[src/rtl/screen_sequencer.sv]
// Screen controller: round timer, title/play/game-over sequencing and the
// registered pixel mux that drives the single OLED data bus.
module screen_sequencer #(
  parameter int FRAMES_PER_SEC = 60,
  parameter int ROUND_SECONDS  = 60,
  parameter int BLINK_FRAMES   = 8,
  parameter int BLINK_COUNT    = 6,
  parameter int HOLD_SECONDS   = 5
) (
  input  logic        clk,
  input  logic        reset,
  input  logic        frame_begin,
  input  logic        start,
  input  logic        guess_correct,
  input  logic [15:0] title_data,
  input  logic [15:0] play_data,
  input  logic [15:0] game_over_data,
  output logic [15:0] oled_data,
  output logic [1:0]  state,
  output logic [6:0]  seconds_left,
  output logic        round_active,
  output logic        round_won
);

  localparam int HOLD_FRAMES = HOLD_SECONDS * FRAMES_PER_SEC;
  localparam int FW = (FRAMES_PER_SEC > 1) ? $clog2(FRAMES_PER_SEC) : 1;
  localparam int BW = (BLINK_FRAMES   > 1) ? $clog2(BLINK_FRAMES)   : 1;
  localparam int TW = (BLINK_COUNT    > 1) ? $clog2(BLINK_COUNT)    : 1;
  localparam int HW = (HOLD_FRAMES    > 1) ? $clog2(HOLD_FRAMES)    : 1;

  localparam logic [FW-1:0] FRAME_LAST  = FW'(FRAMES_PER_SEC - 1);
  localparam logic [BW-1:0] BLINK_LAST  = BW'(BLINK_FRAMES - 1);
  localparam logic [TW-1:0] TOGGLE_LAST = TW'(BLINK_COUNT - 1);
  localparam logic [HW-1:0] HOLD_LAST   = HW'(HOLD_FRAMES - 1);
  localparam logic [6:0]    ROUND_INIT  = 7'(ROUND_SECONDS);

  typedef enum logic [1:0] {
    S_IDLE     = 2'd0,
    S_PLAYING  = 2'd1,
    S_GO_BLINK = 2'd2,
    S_GO_HOLD  = 2'd3
  } state_e;

  state_e        state_q, state_d;
  logic [FW-1:0] frame_cnt_q, frame_cnt_d;
  logic [BW-1:0] blink_cnt_q, blink_cnt_d;
  logic [TW-1:0] toggle_cnt_q, toggle_cnt_d;
  logic [HW-1:0] hold_cnt_q, hold_cnt_d;
  logic          blink_vis_q, blink_vis_d;
  logic [6:0]    seconds_left_q, seconds_left_d;
  logic          round_won_q, round_won_d;
  logic [15:0]   oled_data_q, oled_data_d;
  logic          begin_round, enter_blink;

  always_comb begin
    state_d        = state_q;
    frame_cnt_d    = frame_cnt_q;
    blink_cnt_d    = blink_cnt_q;
    toggle_cnt_d   = toggle_cnt_q;
    hold_cnt_d     = hold_cnt_q;
    blink_vis_d    = blink_vis_q;
    seconds_left_d = seconds_left_q;
    round_won_d    = round_won_q;
    oled_data_d    = 16'h0000;
    begin_round    = 1'b0;
    enter_blink    = 1'b0;

    case (state_q)
      S_IDLE: begin
        oled_data_d = title_data;
        if (start) begin_round = 1'b1;
      end
      S_PLAYING: begin
        oled_data_d = play_data;
        // A win beats a coincident timeout wrap, so the guess is tested first.
        if (guess_correct) begin
          round_won_d = 1'b1;
          enter_blink = 1'b1;
        end else if (frame_begin) begin
          if (frame_cnt_q == FRAME_LAST) begin
            frame_cnt_d = '0;
            if (seconds_left_q != 7'd0) seconds_left_d = seconds_left_q - 7'd1;
            if (seconds_left_q == 7'd1) enter_blink = 1'b1;
          end else begin
            frame_cnt_d = frame_cnt_q + 1'b1;
          end
        end
      end
      S_GO_BLINK: begin
        oled_data_d = blink_vis_q ? game_over_data : 16'h0000;
        if (frame_begin) begin
          if (blink_cnt_q == BLINK_LAST) begin
            blink_cnt_d  = '0;
            blink_vis_d  = ~blink_vis_q;
            toggle_cnt_d = toggle_cnt_q + 1'b1;
            if (toggle_cnt_q == TOGGLE_LAST) begin
              state_d    = S_GO_HOLD;
              hold_cnt_d = '0;
            end
          end else begin
            blink_cnt_d = blink_cnt_q + 1'b1;
          end
        end
      end
      S_GO_HOLD: begin
        oled_data_d = game_over_data;
        if (start) begin
          begin_round = 1'b1;
        end else if (frame_begin) begin
          if (hold_cnt_q == HOLD_LAST) begin
            state_d    = S_IDLE;
            hold_cnt_d = '0;
          end else begin
            hold_cnt_d = hold_cnt_q + 1'b1;
          end
        end
      end
      default: state_d = S_IDLE;
    endcase

    if (begin_round) begin
      state_d        = S_PLAYING;
      seconds_left_d = ROUND_INIT;
      frame_cnt_d    = '0;
      round_won_d    = 1'b0;
    end
    // Blink always starts visible with fresh counters.
    if (enter_blink) begin
      state_d      = S_GO_BLINK;
      blink_cnt_d  = '0;
      toggle_cnt_d = '0;
      blink_vis_d  = 1'b1;
    end
  end

  always_ff @(posedge clk) begin
    if (reset) begin
      state_q        <= S_IDLE;
      frame_cnt_q    <= '0;
      blink_cnt_q    <= '0;
      toggle_cnt_q   <= '0;
      hold_cnt_q     <= '0;
      blink_vis_q    <= 1'b0;
      seconds_left_q <= 7'd0;
      round_won_q    <= 1'b0;
      oled_data_q    <= 16'h0000;
    end else begin
      state_q        <= state_d;
      frame_cnt_q    <= frame_cnt_d;
      blink_cnt_q    <= blink_cnt_d;
      toggle_cnt_q   <= toggle_cnt_d;
      hold_cnt_q     <= hold_cnt_d;
      blink_vis_q    <= blink_vis_d;
      seconds_left_q <= seconds_left_d;
      round_won_q    <= round_won_d;
      oled_data_q    <= oled_data_d;
    end
  end

  assign oled_data    = oled_data_q;
  assign state        = state_q;
  assign seconds_left = seconds_left_q;
  assign round_active = (state_q == S_PLAYING);
  assign round_won    = round_won_q;

endmodule

[config.mk]
export PLATFORM = sky130hd
export DESIGN_NAME = screen_sequencer
export DESIGN_NICKNAME = d
export VERILOG_FILES = /design/src/rtl/screen_sequencer.sv
export SDC_FILE = /design/constraint.sdc
export NUM_CORES = 1
export LEC_CHECK = 0
export ABC_AREA = 1
export BUFFER_PORTS_ARGS = -buffer_cell sky130_fd_sc_hd__buf_2
export CAP_MARGIN = 20
export CELL_PAD_IN_SITES_DETAIL_PLACEMENT = 1
export CELL_PAD_IN_SITES_GLOBAL_PLACEMENT = 2
export CORE_MARGIN = 3
export CORE_UTILIZATION = 28
export CTS_BUF_LIST = sky130_fd_sc_hd__clkbuf_8 sky130_fd_sc_hd__clkbuf_16
export DETAILED_ROUTE_END_ITERATION = 8
export GPL_ROUTABILITY_DRIVEN = 0
export PLACE_DENSITY = 0.92
export SYNTH_ARGS = -nofsm -noshare
export SYNTH_HDL_FRONTEND = slang
export SYNTH_SLANG_ARGS = --single-unit
[constraint.sdc]
create_clock -name clk -period 2.3 [get_ports clk]
set_input_delay 0.23 -clock clk [delete_from_list [all_inputs] [get_ports clk]]
set_output_delay 0.23 -clock clk [all_outputs]
set_load 0.005 [all_outputs]
# After elaboration in Yosys (flattened, before gate mapping)
# Index checks and enable logic that the tools add are counted.
[word_totals] register_bits=48 output_inout_bits=27 wordCells=106
[op_classes] addsub=5 eq_ne=26 muxes=37 bitwise=2 reduce_logical=25
[ops] operator="16-bit case mux with 4 select lines" n=1
[ops] operator="9-bit 2-to-1 mux" n=6
[ops] operator="6-bit 2-to-1 mux" n=7
[ops] operator="4-bit inequality test, second input constant" n=6
[ops] operator="3-bit inequality test, second input constant" n=6
[ops] operator="9-bit case mux with 2 select lines" n=1
[ops] operator="16-bit 2-to-1 mux" n=1
[ops] operator="2-bit 2-to-1 mux" n=8
[ops] operator="2-bit nonzero test" n=8
[ops] operator="7-bit AND reduction" n=2
[ops] operator="1-bit 2-to-1 mux" n=11
[ops] operator="2-bit inequality test, second input constant" n=5
[ops] operator="5-bit AND reduction" n=2
[ops] operator="9-bit by 1-bit adder with 9-bit output, second input constant" n=1
[ops] operator="9-bit == test, second input constant" n=1
[ops] operator="3-bit AND reduction" n=3
[ops] operator="7-bit by 1-bit == test with 1-bit output, second input constant" n=1
[ops] operator="7-bit nonzero test" n=1
[ops] operator="7-bit by 1-bit subtractor with 7-bit output, second input constant" n=1
[ops] operator="3-bit by 1-bit adder with 3-bit output, second input constant" n=2
[ops] operator="6-bit by 1-bit adder with 6-bit output, second input constant" n=1
[ops] operator="3-bit == test, second input constant" n=2
[ops] operator="6-bit == test, second input constant" n=1
[ops] operator="6-bit AND reduction" n=1
[ops] operator="11 further kinds" n=16

# Logic depth before layout (Yosys ltp)
# Gate-level depths: netlist of run 1.
[depth] ltp_word=8 mapped_depth=12

# Worst setup path after synthesis of run 1
# OpenSTA, ideal clock, no wires.
[synth_path] path_type="register to register" startpoint="reg state_q[0] (netlist: state[0])" endpoint="reg hold_cnt_q[4]" arrival_ns=1.639 setup_slack_ns=0.597 n_path_buf=1 setup_ns=0.064 period_less_slack_ns=1.703 stages_incl_launch_ff=12 cell_sequence="dfxtp_1 -> inv_1 -> ha_1 -> buf_6 -> inv_2 -> nand2_2 -> a21boi_4 -> and2b_4 -> nand2_4 -> nand2_4 -> or2_1 -> nor2_1"
[synth_between] elab_chain_len=3 word_cells_on_any_way=10 classes_between="eq/ne (7); mux (1); reduce/logical (2)"
[synth_rtl] element="start, declared" line="44" text="state_e state_q, state_d;"
[synth_rtl] element="start signal, assigned" line="148" text="state_q <= state_d;"
[synth_rtl] element="2-bit == test" line="68" text="case (state_q)"
[synth_rtl] element="2-bit inequality test (no line) or 2-bit nonzero test (tied branches)"
[synth_rtl] element="6-bit AND reduction (no line)"
[synth_rtl] element="end signal, assigned" line="152" text="hold_cnt_q <= hold_cnt_d;"
[synth_rtl] element="end, declared" line="48" text="logic [HW-1:0] hold_cnt_q, hold_cnt_d;"
# Several ways; a longest one is shown, not always the timed one.
# A chain may end at the register's enable or synchronous reset.

# Worst setup path after layout of run 1
[layout_path] startpoint="reg state_q[1] (netlist: state[1])" endpoint="reg frame_cnt_q[4]"
[layout_between] elab_chain_len=4 word_cells_on_any_way=7 classes_between="eq/ne (2); mux (1); reduce/logical (4)"
[layout_rtl] element="2-bit == test or 2-bit zero test (tied branches)" line="68"
[layout_rtl] element="2-bit OR reduction (no line)"
[layout_rtl] element="1-bit 2-to-1 mux"
[layout_rtl] element="2-bit OR reduction (no line)"
[layout_rtl] element="end signal, assigned" line="149" text="frame_cnt_q <= frame_cnt_d;"
[layout_rtl] element="end, declared" line="45" text="logic [FW-1:0] frame_cnt_q, frame_cnt_d;"
# Several ways; a longest one is shown, not always the timed one.

==> impl_metrics.prom, run 1 <==
# TYPE chip_impl_metric gauge
chip_impl_metric{name="route.antenna.remaining_nets",unit=""} 0
chip_impl_metric{name="diodes",unit=""} 0
chip_impl_metric{name="critical_path_peak_fanout",unit=""} 7
chip_impl_metric{name="number_of_buffers_inserted_during_clock_tree_synthesis",unit=""} 5
chip_impl_metric{name="post_drt_via_cell_ratio",unit=""} 4.93
chip_impl_metric{name="reg2reg_slack",unit="ps"} 360
chip_impl_metric{name="skew",unit="ps"} 11.3
chip_impl_metric{name="hold_viol",unit=""} 0
chip_impl_info{name="synthFlopType",value="dfxtp_1"} 1
chip_impl_info{name="synthMostInstantiatedCell",value="nand2_1"} 1
chip_impl_metric{name="ys_async_sr_fraction",unit="%"} 0
chip_impl_metric{name="number_of_synthesized_flops_with_an_enable_pin",unit=""} 0
chip_impl_metric{name="final_max_slew_viol_count",unit=""} 0
chip_impl_metric{name="initial_utilization",unit="%"} 29.6
chip_impl_metric{name="required",unit="ps"} 2540
chip_impl_metric{name="syn-instance-count",unit=""} 366
chip_impl_metric{name="ff_latch_area",unit="um2"} 961
chip_impl_metric{name="first_iter_violations",unit=""} 76
chip_impl_metric{name="num_vias",unit=""} 2727
chip_impl_metric{name="yosys.area.top_type_share",unit="%"} 36.4
chip_impl_metric{name="clock_latency",unit="ps"} 310
chip_impl_metric{name="timing.final.setup_violations",unit=""} 0
chip_impl_metric{name="synth.yosys.seq_area_share",unit="%"} 36.4
chip_impl_metric{name="clk_transition_reported_paths",unit="ps"} 90
chip_impl_info{name="ys_top_cells_by_count",value="nand2_1 (69), dfxtp_1 (48), a21oi_1 (36)"} 1
chip_impl_info{name="hold_path_class",value="in -> reg"} 1
chip_impl_info{name="rsz_0062_raised_after_global_routing",value="no"} 1
chip_impl_metric{name="overflow",unit=""} 0
chip_impl_metric{name="worst_slew_margin_rel",unit="%"} 53.8
chip_impl_info{name="outcome",value="completed"} 1
chip_impl_metric{name="synth_fp_nets",unit=""} 434
chip_impl_metric{name="synth_cell_type_count",unit=""} 36
chip_impl_metric{name="tightestPinTransition",unit="ps"} 692
chip_impl_metric{name="detailed_place_hpwl",unit="um"} 6090
chip_impl_metric{name="worstPathArrival",unit="ps"} 2190
chip_impl_metric{name="post_cts_buffers",unit=""} 0
chip_impl_metric{name="multiInputGateArea",unit="mm2"} 0.00147
chip_impl_metric{name="fillerInstances",unit=""} 1151
chip_impl_metric{name="placement.io_buffers",unit=""} 79
chip_impl_info{name="startpoint_class_of_the_critical_path",value="register"} 1
chip_impl_metric{name="drt_pre_antenna_iters",unit=""} 4
chip_impl_metric{name="finalSetupTns",unit="ps"} 0
chip_impl_metric{name="grt_max_degree",unit=""} 18
chip_impl_metric{name="cts_hold_buffers",unit=""} 0
chip_impl_metric{name="grt.total_usage",unit="%"} 15.6
chip_impl_metric{name="layout_worst_path_cycle_share",unit="%"} 84.6
chip_impl_metric{name="finalWirelength",unit="um"} 8020
chip_impl_metric{name="yosysWarningCount",unit=""} 0
chip_impl_metric{name="number_of_maximum_capacitance_violations",unit=""} 0
chip_impl_metric{name="grt_pass1_wl",unit="um"} 13200
chip_impl_metric{name="clock_path_buffers",unit=""} 2
chip_impl_metric{name="postSynthRegisterBits",unit=""} 48
chip_impl_info{name="cts_root_buf",value="clkbuf_8"} 1
chip_impl_metric{name="antenna_found_initial",unit=""} 0
chip_impl_metric{name="die_x",unit="um"} 103
chip_impl_metric{name="wl_per_cell",unit="um"} 14.5
chip_impl_info{name="critPathCaptureType",value="register"} 1
chip_impl_metric{name="cellLeakagePower",unit="uW"} 0.00148
chip_impl_metric{name="clock-sinks",unit=""} 48
chip_impl_metric{name="grt_pass1_vias",unit=""} 2927
chip_impl_metric{name="post_synth.cell_area_avg",unit="um2"} 7.22
chip_impl_metric{name="cts-resized-gates",unit=""} 0
chip_impl_metric{name="area_growth_syn_to_layout",unit="%"} 23.4
chip_impl_metric{name="placementRows",unit=""} 34
chip_impl_metric{name="power-per-cell-area",unit="mW/mm2"} 933
chip_impl_info{name="cell_type_with_the_highest_aggregate_area_in_the_netlist",value="dfxtp_1"} 1
chip_impl_metric{name="max_freq",unit="MHz"} 514
chip_impl_metric{name="die_h",unit="um"} 103
chip_impl_info{name="cts_tree",value="yes"} 1
chip_impl_metric{name="finalCriticalPeriod",unit="ps"} 1940
chip_impl_metric{name="ctsHtreeMaxLevel",unit=""} 2
chip_impl_metric{name="io-pin-count",unit=""} 80
chip_impl_metric{name="post-place-ws",unit="ps"} 389
chip_impl_metric{name="fin_nets",unit=""} 512
chip_impl_metric{name="vdd_drop_max",unit="mV"} 0.311
chip_impl_metric{name="post-route-drc-count",unit=""} 0
chip_impl_metric{name="final_layout_size_suffix_gt1_share",unit="%"} 24.5
chip_impl_metric{name="postLayoutSetupSlackWorst",unit="ps"} 355
chip_impl_metric{name="floorplan.die_area",unit="mm2"} 0.0106
chip_impl_info{name="path_class",value="reg -> reg"} 1
chip_impl_info{name="synth.top_cells.by_area",value="dfxtp_1 (36%), nand2_1 (9.8%), ha_1 (7.1%)"} 1
chip_impl_metric{name="core_area",unit="mm2"} 0.00893
chip_impl_metric{name="post_synth_instance_area",unit="mm2"} 0.00264
layer usage:
layer | wire, um | part of all wire [%] | vias to the layer above | track usage (%)
li1 | - | - | 1368 | -
met1 | 3570 | 44 | 1294 | 18.5
met2 | 3980 | 50 | 58 | 27.8
met3 | 346 | 4.3 | 7 | 2.98
met4 | 131 | 1.6 | 0 | 5.58
met5 | 0 | 0 | - | 0
power by group:
group          internal (uW)  leakage, uW  total (uW)  switching (uW)
registers               1020     0.000393        1140             124
logic                    475      0.00103        1250             780
clock network            328    0.0000548         644             316
kinds of logic after synthesis:
| group | after synthesis | synth area share [%] |
|---|---|---|
| buffers and inverters | 50 | 7.82 |
| flip-flops | 48 | 36.4 |
| AO/OA/AOI/OAI | 81 | 17.1 |
| AND/OR/NAND/NOR | 163 | 28.6 |
| XOR/XNOR | 9 | 2.98 |
| adder cells (fa/ha/maj) | 15 | 7.11 |
cells in the final DEF (no fill, tap or decap), types with 2 or more instances in the layout:
cell / count
buf_2: 79
nand2_1: 69
dfxtp_1: 48
a21oi_1: 36
nor2_1: 34
inv_1: 33
nand3_1: 31
o21ai_0: 20
a31oi_1: 16
ha_1: 15
xor2_1: 7
nor3_1: 6
nand4_1: 5
clkbuf_8: 5
buf_4: 5
o21ai_1: 4
inv_2: 3
nand2_2: 3
nand2_4: 3
or2_0: 2
xnor2_1: 2
or2_1: 2
metrics by stage:
| step | instance area, um2 | util [%] | std cells | total power [uW] | hold WS (ps) |
|---|---|---|---|---|---|
| after global routing | 3260 | 36.5 | 553 | 3280 | 141 |
| after CTS | 3260 | 36.5 | 553 | 3080 | 132 |
| final | 3260 | 36.5 | 553 | 3040 | 144 |
| after floorplan | 2640 | - | 366 | 1930 | 299 |
| after detailed placement | 3140 | 35.2 | 545 | 2410 | 444 |
| after global placement | 3140 | 35.2 | 545 | 2390 | 434 |
flip-flops by register name, summed over array words and instances, names as in the netlist:
signal / count
round_won: 1
seconds_left: 7
state: 2
hold_cnt_q: 9
blink_cnt_q: 3
oled_data: 16
toggle_cnt_q: 3
frame_cnt_q: 6
blink_vis_q: 1
critical path, stage by stage, from the launching register on:
cell and delay, ps:
dfxtp_1 470, inv_1 100, ha_1 330, nor2_1 90, nor2_1 320, o21ai_1 240, a21oi_1 170, a21boi_1 160
area by class of cell:
cell class	count	share of cell area, %
multi-input combinational	268	45.2
clock inverter	3	1.42
timing repair buffer	84	13.3
tap	108	4.15
sequential	48	29.5
inverter	37	4.34
clock buffer	5	2.11
final timing paths:
path	end	from	depth (start not counted)
worst min-delay path	seconds_left[5]	reset	2
worst max-delay path	frame_cnt_q[4]	state[1]	7
worst max register to register	frame_cnt_q[4]	state[1]	7
worst min register to register	frame_cnt_q[4]	frame_cnt_q[4]	2
Note: power is estimated with default switching activity, not from simulation.
==> run 2: changes to the inputs <==
ABC_AREA = 0   (was 1)
PLACE_DENSITY = 0.9   (was 0.92)
clock period = 2 ns   (was 2.3 ns; I/O delays follow)
==> run 2 against run 1 <==
  * Synthesized cell count shrank 23%
  * First-iteration DRC count shrank 26%
  * Setup slack lost 210 ps
  * Non-clock buffer count grew 3
  * Critical path depth is the same
  * Register-to-register slack lost 210 ps
  * Die area shrank 8.3%
  * Combinational power is essentially flat
  * Wire length shrank 18%
  * Sequential cell count is the same
  * Power grew 2.2%
  * Final cell count shrank 16%
  * Largest power group unchanged
==> impl_metrics.prom, run 2 <==
# TYPE chip_impl_metric gauge
chip_impl_metric{name="yosys.area.top_type_share",unit="%"} 39.9
chip_impl_metric{name="worstPathArrival",unit="ps"} 2050
chip_impl_metric{name="post-route-drc-count",unit=""} 0
chip_impl_metric{name="ys_async_sr_fraction",unit="%"} 0
chip_impl_metric{name="grt.total_usage",unit="%"} 13.7
chip_impl_info{name="cts_root_buf",value="clkbuf_8"} 1
chip_impl_info{name="startpoint_class_of_the_critical_path",value="register"} 1
chip_impl_metric{name="utilization",unit="%"} 36.7
chip_impl_metric{name="clk_transition_reported_paths",unit="ps"} 90
chip_impl_metric{name="post_synth.cell_area_avg",unit="um2"} 8.52
chip_impl_metric{name="clock_latency",unit="ps"} 300
chip_impl_metric{name="number_of_synthesized_flops_with_an_enable_pin",unit=""} 0
chip_impl_info{name="ys_top_cells_by_count",value="nor2_1 (58), dfxtp_1 (48), a21oi_1 (28)"} 1
chip_impl_metric{name="route.antenna.remaining_nets",unit=""} 0
chip_impl_metric{name="cellLeakagePower",unit="uW"} 0.00133
chip_impl_info{name="outcome",value="completed"} 1
chip_impl_info{name="cts_tree",value="yes"} 1
chip_impl_metric{name="floorplan.die_area",unit="mm2"} 0.00976
chip_impl_info{name="synth.top_cells.by_area",value="dfxtp_1 (40%), nor2_1 (9.0%), ha_1 (7.8%)"} 1
chip_impl_metric{name="finalInstanceArea",unit="mm2"} 0.00305
chip_impl_metric{name="synth.yosys.seq_area_share",unit="%"} 39.9
chip_impl_metric{name="max_freq",unit="MHz"} 540
chip_impl_info{name="critical-path-top-delay-family",value="simple AND/OR/NAND/NOR gates"} 1
chip_impl_metric{name="clock_path_buffers",unit=""} 2
chip_impl_metric{name="number_of_buffers_inserted_during_clock_tree_synthesis",unit=""} 5
chip_impl_metric{name="finalCriticalPeriod",unit="ps"} 1850
chip_impl_metric{name="grt_max_degree",unit=""} 33
chip_impl_metric{name="antenna_found_initial",unit=""} 0
chip_impl_metric{name="core_area",unit="mm2"} 0.00830
chip_impl_info{name="path_class",value="reg -> reg"} 1
chip_impl_info{name="synthFlopType",value="dfxtp_1"} 1
chip_impl_metric{name="diodes",unit=""} 0
chip_impl_metric{name="syn-instance-count",unit=""} 283
chip_impl_metric{name="cp_num_buf_inv",unit=""} 0
chip_impl_metric{name="layout_worst_path_cycle_share",unit="%"} 92.7
chip_impl_metric{name="critical_path_peak_fanout",unit=""} 8
chip_impl_metric{name="hold_viol",unit=""} 0
chip_impl_metric{name="reg2reg_slack",unit="ps"} 150
chip_impl_metric{name="final_layout_size_suffix_gt1_share",unit="%"} 31.2
chip_impl_info{name="rsz_0062_raised_after_global_routing",value="no"} 1
chip_impl_metric{name="final_max_slew_viol_count",unit=""} 0
chip_impl_info{name="synthMostInstantiatedCell",value="nor2_1"} 1
chip_impl_metric{name="timing.reg2reg.worst_path_depth",unit=""} 7
chip_impl_info{name="timing.critical_path.cells",value="ha_1, ha_2, nand4_2, a21o_4, or3_4, xor2_1, nor2_2"} 1
chip_impl_metric{name="clock-sinks",unit=""} 48
chip_impl_metric{name="yosysWarningCount",unit=""} 0
chip_impl_metric{name="overflow",unit=""} 0
chip_impl_metric{name="first_iter_violations",unit=""} 56
chip_impl_metric{name="initial_utilization",unit="%"} 29.0
chip_impl_metric{name="timing.final.setup_violations",unit=""} 0
chip_impl_metric{name="die_x",unit="um"} 98.8
chip_impl_metric{name="number_of_maximum_capacitance_violations",unit=""} 0
chip_impl_metric{name="detailed_place.area",unit="mm2"} 0.00293
chip_impl_info{name="worst_r2r_startpoint",value="blink_cnt_q[0]"} 1
chip_impl_metric{name="wl_per_cell",unit="um"} 14.1
chip_impl_metric{name="ctsHtreeMaxLevel",unit=""} 2
chip_impl_metric{name="number_of_flip_flops_in_the_largest_register",unit=""} 16
chip_impl_metric{name="finalSetupTns",unit="ps"} 0
chip_impl_metric{name="post_synth_instance_area",unit="mm2"} 0.00241
chip_impl_info{name="timing.hold.worst.start",value="title_data[9]"} 1
chip_impl_info{name="regToRegEndpoint",value="hold_cnt_q[5]"} 1
chip_impl_metric{name="worst_slew_margin_rel",unit="%"} 69.2
chip_impl_metric{name="grt_pass1_wl",unit="um"} 11000
chip_impl_metric{name="finalWirelength",unit="um"} 6580
chip_impl_metric{name="post_drt_via_cell_ratio",unit=""} 4.77
chip_impl_metric{name="synth_fp_nets",unit=""} 351
chip_impl_metric{name="vdd_drop_max",unit="mV"} 0.441
chip_impl_info{name="hold_path_class",value="in -> reg"} 1
chip_impl_metric{name="tightestPinTransition",unit="ps"} 463
chip_impl_metric{name="fillerInstances",unit=""} 1030
chip_impl_metric{name="die_h",unit="um"} 98.8
chip_impl_metric{name="synth_cell_type_count",unit=""} 46
chip_impl_metric{name="drt_pre_antenna_iters",unit=""} 4
chip_impl_metric{name="required",unit="ps"} 2190
chip_impl_metric{name="fin_nets",unit=""} 430
chip_impl_metric{name="power-per-cell-area",unit="mW/mm2"} 1020
chip_impl_metric{name="worst_path_largest_cell_delay",unit="ps"} 390
chip_impl_info{name="crit_slowest_cell",value="or3_4"} 1
chip_impl_info{name="cell_type_with_the_highest_aggregate_area_in_the_netlist",value="dfxtp_1"} 1
chip_impl_metric{name="placement.io_buffers",unit=""} 79
chip_impl_metric{name="grt_pass1_vias",unit=""} 2315
chip_impl_metric{name="area_growth_syn_to_layout",unit="%"} 26.5
chip_impl_metric{name="post_cts_buffers",unit=""} 0
chip_impl_metric{name="num_vias",unit=""} 2226
chip_impl_metric{name="skew",unit="ps"} 9.73
chip_impl_info{name="top_library_cells_by_usage_in_the_layout_fill_and_taps_aside",value="buf_2 (79), nor2_1 (58), dfxtp_1 (46)"} 1
chip_impl_metric{name="io-pin-count",unit=""} 80
chip_impl_metric{name="placementRows",unit=""} 33
chip_impl_metric{name="worstHoldPathCells",unit=""} 3
chip_impl_info{name="final_common_cell",value="buf_2"} 1
chip_impl_info{name="hold_end",value="oled_data[9]"} 1
chip_impl_metric{name="postSynthRegisterBits",unit=""} 48
chip_impl_metric{name="detailed_place_hpwl",unit="um"} 5080
chip_impl_info{name="critPathCaptureType",value="register"} 1
-- run 2: final cells by class --
class,instances,area (um2),area share (%)
flip-flops and latches,48,963,31.6
multi-input cells,212,1370,45.0
inverters,8,30.0,0.985
repair buffers,87,455,14.9
clock buffers,7,96.3,3.16
well taps,105,131,4.31
-- run 2: worst max-delay path by stage --
| stage | start | end | slack (ps) | depth (start not counted) |
|---|---|---|---|---|
| 2_1_floorplan | state[0] | hold_cnt_q[5] | 100 | 7 |
| 3_3_place_gp | state[0] | hold_cnt_q[5] | 130 | 7 |
| 3_5_place_dp | state[0] | hold_cnt_q[5] | 60 | 7 |
| 4_1_cts | state[0] | hold_cnt_q[5] | 10 | 7 |
| 5_1_grt | state[1] | seconds_left[1] | 2 | 7 |
| 6_report | blink_cnt_q[0] | hold_cnt_q[5] | 150 | 7 |
-- run 2: worst reg2reg max path, cell delays in order (launching register included) --
cell     delay, ps
dfxtp_1        370
ha_1           160
ha_2           200
nand4_2        130
a21o_4         280
or3_4          390
xor2_1         180
nor2_2          40
-- run 2: power breakdown --
group          internal (uW)  leakage (uW)  switching (uW)  total [uW]
sequential              1120      0.000392             102        1220
clock                    309     0.0000503             319         628
combinational            528      0.000886             730        1260
total                   1950       0.00133            1150        3110
-- run 2: cell families after synthesis --
| family | after synthesis | share of synthesized area (%) |
|---|---|---|
| simple gates | 115 | 24.0 |
| compound gates | 61 | 16.5 |
| flops | 48 | 39.9 |
| buf+inv | 23 | 4.21 |
| xor+xnor | 20 | 7.27 |
| fa+ha+maj | 15 | 7.79 |
| mux | 1 | 0.415 |
-- run 2: stage by stage --
stage,setup WS (ps),cells,hold WS [ps],power (uW)
CTS,12.1,467,122,3120
finish,147,467,132,3110
floorplan,98.9,283,269,2000
global route,2.25,467,121,3340
global placement,129,460,431,2440
detailed placement,60.4,460,440,2490
-- run 2: metal layers --
| metal | global-route usage [%] | part of all wire, % | vias up |
|---|---|---|---|
| li1 | - | - | 1133 |
| met1 | 17.5 | 46 | 1040 |
| met2 | 23.4 | 48 | 47 |
| met3 | 2.48 | 4.0 | 6 |
| met4 | 4.41 | 1.3 | 0 |
| met5 | 0 | 0 | - |
-- run 2: repair_timing --
| item | in CTS | in global routing |
|---|---|---|
| hold buffers | 0 | 0 |
| resized for setup | 0 | 7 |
| setup endpoints to repair | 0 | 13 |
==> run 3: changes to the inputs <==
--- a/config.mk
+++ b/config.mk
@@ -7,4 +7,5 @@
 export LEC_CHECK = 0
 export ABC_AREA = 0
+export ABC_CLOCK_PERIOD_IN_PS = 2000
 export BUFFER_PORTS_ARGS = -buffer_cell sky130_fd_sc_hd__buf_2
 export CAP_MARGIN = 20
==> constraint.sdc (replaced) <==
create_clock -name clk -period 2 [get_ports clk]
set_input_delay 0.4 -clock clk [delete_from_list [all_inputs] [get_ports clk]]
set_output_delay 0.4 -clock clk [all_outputs]
set_load 0.005 [all_outputs]
==> run 3 against run 2 <==
  * Register-to-register slack got worse by 20 ps
  * Clock power rose by 21%
  * Highest routed layer unchanged
  * Sequential power barely moved
  * Wire length rose by 1.2%
  * Power rose by 5.9%
  * Non-clock buffer count rose by 1
  * Final cell count rose by 0.43%
  * Largest cell class unchanged
  * Die area did not move
  * Via count rose by 1.7%
  * First-iteration DRC count rose by 79%
==> impl_metrics.prom, run 3 (synthesis results as in run 2) <==
# TYPE chip_impl_metric gauge
chip_impl_metric{name="finalInstanceArea",unit="mm2"} 0.00309
chip_impl_metric{name="placementRows",unit=""} 33
chip_impl_metric{name="cellLeakagePower",unit="uW"} 0.00134
chip_impl_metric{name="required",unit="ps"} 2180
chip_impl_metric{name="final_layout_size_suffix_gt1_share",unit="%"} 31.9
chip_impl_metric{name="grt_pass1_vias",unit=""} 2394
chip_impl_metric{name="critical_path_peak_fanout",unit=""} 8
chip_impl_metric{name="fin_nets",unit=""} 431
chip_impl_metric{name="power-per-cell-area",unit="mW/mm2"} 1060
chip_impl_metric{name="first_iter_violations",unit=""} 100
chip_impl_info{name="hold_path_class",value="in -> reg"} 1
chip_impl_metric{name="clock_path_buffers",unit=""} 2
chip_impl_metric{name="utilization",unit="%"} 37.3
chip_impl_metric{name="initial_utilization",unit="%"} 29.0
chip_impl_metric{name="tightestPinTransition",unit="ps"} 473
chip_impl_metric{name="clock-sinks",unit=""} 48
chip_impl_metric{name="finalWirelength",unit="um"} 6660
chip_impl_metric{name="worstHoldPathCells",unit=""} 3
chip_impl_metric{name="floorplan.die_area",unit="mm2"} 0.00976
chip_impl_metric{name="detailed_place_hpwl",unit="um"} 5150
chip_impl_metric{name="ctsHtreeMaxLevel",unit=""} 2
chip_impl_metric{name="grt.total_usage",unit="%"} 13.8
chip_impl_metric{name="diodes",unit=""} 0
chip_impl_metric{name="drt_pre_antenna_iters",unit=""} 4
chip_impl_metric{name="timing.final.setup_violations",unit=""} 0
chip_impl_metric{name="post-route-drc-count",unit=""} 0
chip_impl_metric{name="dp_cells",unit=""} 461
chip_impl_metric{name="max_freq",unit="MHz"} 532
chip_impl_metric{name="die_h",unit="um"} 98.8
chip_impl_metric{name="placement.io_buffers",unit=""} 79
chip_impl_metric{name="layout_worst_path_cycle_share",unit="%"} 93.9
chip_impl_metric{name="antenna_found_initial",unit=""} 0
chip_impl_info{name="path_class",value="reg -> reg"} 1
chip_impl_metric{name="die_x",unit="um"} 98.8
chip_impl_info{name="cts_root_buf",value="clkbuf_8"} 1
chip_impl_metric{name="overflow",unit=""} 0
chip_impl_info{name="cts_tree",value="yes"} 1
chip_impl_metric{name="filler_free_cell_count_of_the_finished_design",unit=""} 469
chip_impl_metric{name="grt_max_degree",unit=""} 33
chip_impl_info{name="outcome",value="completed"} 1
chip_impl_metric{name="number_of_buffers_inserted_during_clock_tree_synthesis",unit=""} 5
chip_impl_info{name="final_common_cell",value="buf_2"} 1
chip_impl_metric{name="finalSetupTns",unit="ps"} 0
chip_impl_metric{name="finalCriticalPeriod",unit="ps"} 1880
chip_impl_metric{name="skew",unit="ps"} 13.9
chip_impl_metric{name="number_of_maximum_capacitance_violations",unit=""} 0
chip_impl_metric{name="number_of_flip_flops_in_the_largest_register",unit=""} 16
chip_impl_info{name="startpoint_class_of_the_critical_path",value="register"} 1
chip_impl_metric{name="core_area",unit="mm2"} 0.00830
chip_impl_metric{name="io-pin-count",unit=""} 80
chip_impl_metric{name="area_growth_syn_to_layout",unit="%"} 28.3
chip_impl_info{name="rsz_0062_raised_after_global_routing",value="no"} 1
chip_impl_info{name="top_library_cells_by_usage_in_the_layout_fill_and_taps_aside",value="buf_2 (79), nor2_1 (58), dfxtp_1 (46)"} 1
chip_impl_metric{name="post_drt_via_cell_ratio",unit=""} 4.83
chip_impl_metric{name="vdd_drop_max",unit="mV"} 0.529
chip_impl_info{name="critPathCaptureType",value="register"} 1
chip_impl_metric{name="post_cts_buffers",unit=""} 0
chip_impl_metric{name="final_max_slew_viol_count",unit=""} 0
chip_impl_metric{name="clock_latency",unit="ps"} 300
chip_impl_metric{name="timing.reg2reg.worst_path_depth",unit=""} 7
chip_impl_metric{name="wl_per_cell",unit="um"} 14.2
chip_impl_metric{name="detailed_place.area",unit="mm2"} 0.00293
chip_impl_metric{name="route.antenna.remaining_nets",unit=""} 0
chip_impl_metric{name="num_vias",unit=""} 2264
chip_impl_metric{name="clk_transition_reported_paths",unit="ps"} 90
chip_impl_metric{name="worst_slew_margin_rel",unit="%"} 68.5
chip_impl_metric{name="grt_pass1_wl",unit="um"} 11100
chip_impl_metric{name="hold_viol",unit=""} 0
chip_impl_metric{name="worstPathArrival",unit="ps"} 2060
==> run 3: layout make-up <==
cell class	instances	area, um2
Clock inverter	1	30.0
Multi-Input combinational cell	212	1380
Fill cell	1027	5210
Sequential cell	48	966
Inverter	8	30.0
Timing Repair Buffer	88	463
Clock buffer	7	96.3
Tap cell	105	131
==> run 3: power breakdown <==
group	total, uW	switching, uW	internal [uW]
combinational	1300	748	553
clock	761	320	441
sequential	1230	105	1120
==> run 3: worst paths after layout <==
kind / slack (ps) / end / startpoint
worst max register to register: 120 / hold_cnt_q[5] / blink_cnt_q[0]
worst max-delay path: 120 / hold_cnt_q[5] / blink_cnt_q[0]
worst min-delay path: 330 / oled_data[0] / title_data[0]
worst min register to register: 470 / blink_cnt_q[1] / blink_cnt_q[1]
==> run 3: critical path: stages, from the launching register on <==
cell and delay, ps:
dfxtp_1 370, ha_1 170, ha_2 200, nand4_2 140
a21o_4 280, or3_4 400, xor2_2 140, nor2_2 40
==> run 3: routing by layer <==
metal  up-vias  track usage [%]  wire (um)
li1       1131                -          -
met1      1066             17.0       2940
met2        60             23.2       3230
met3         7             3.75        401
met4         0             4.62         91
met5         -                0          0
==> run 3: repair_timing <==
| action | in CTS | in global routing |
|---|---|---|
| setup endpoints to repair | 2 | 9 |
| hold buffers | 0 | 0 |
| resized for setup | 1 | 9 |
| pin swaps | 0 | 1 |
==> run 3: per-stage QoR <==
stage | total power, uW | hold slack [ps] | worst slack, ps
floorplan | 2000 | 440 | 98.9
global placement | 2460 | 442 | 135
detailed placement | 2500 | 460 | 69.4
CTS | 3290 | 317 | 7.48
global route | 3530 | 340 | 16.2
finish | 3290 | 326 | 122
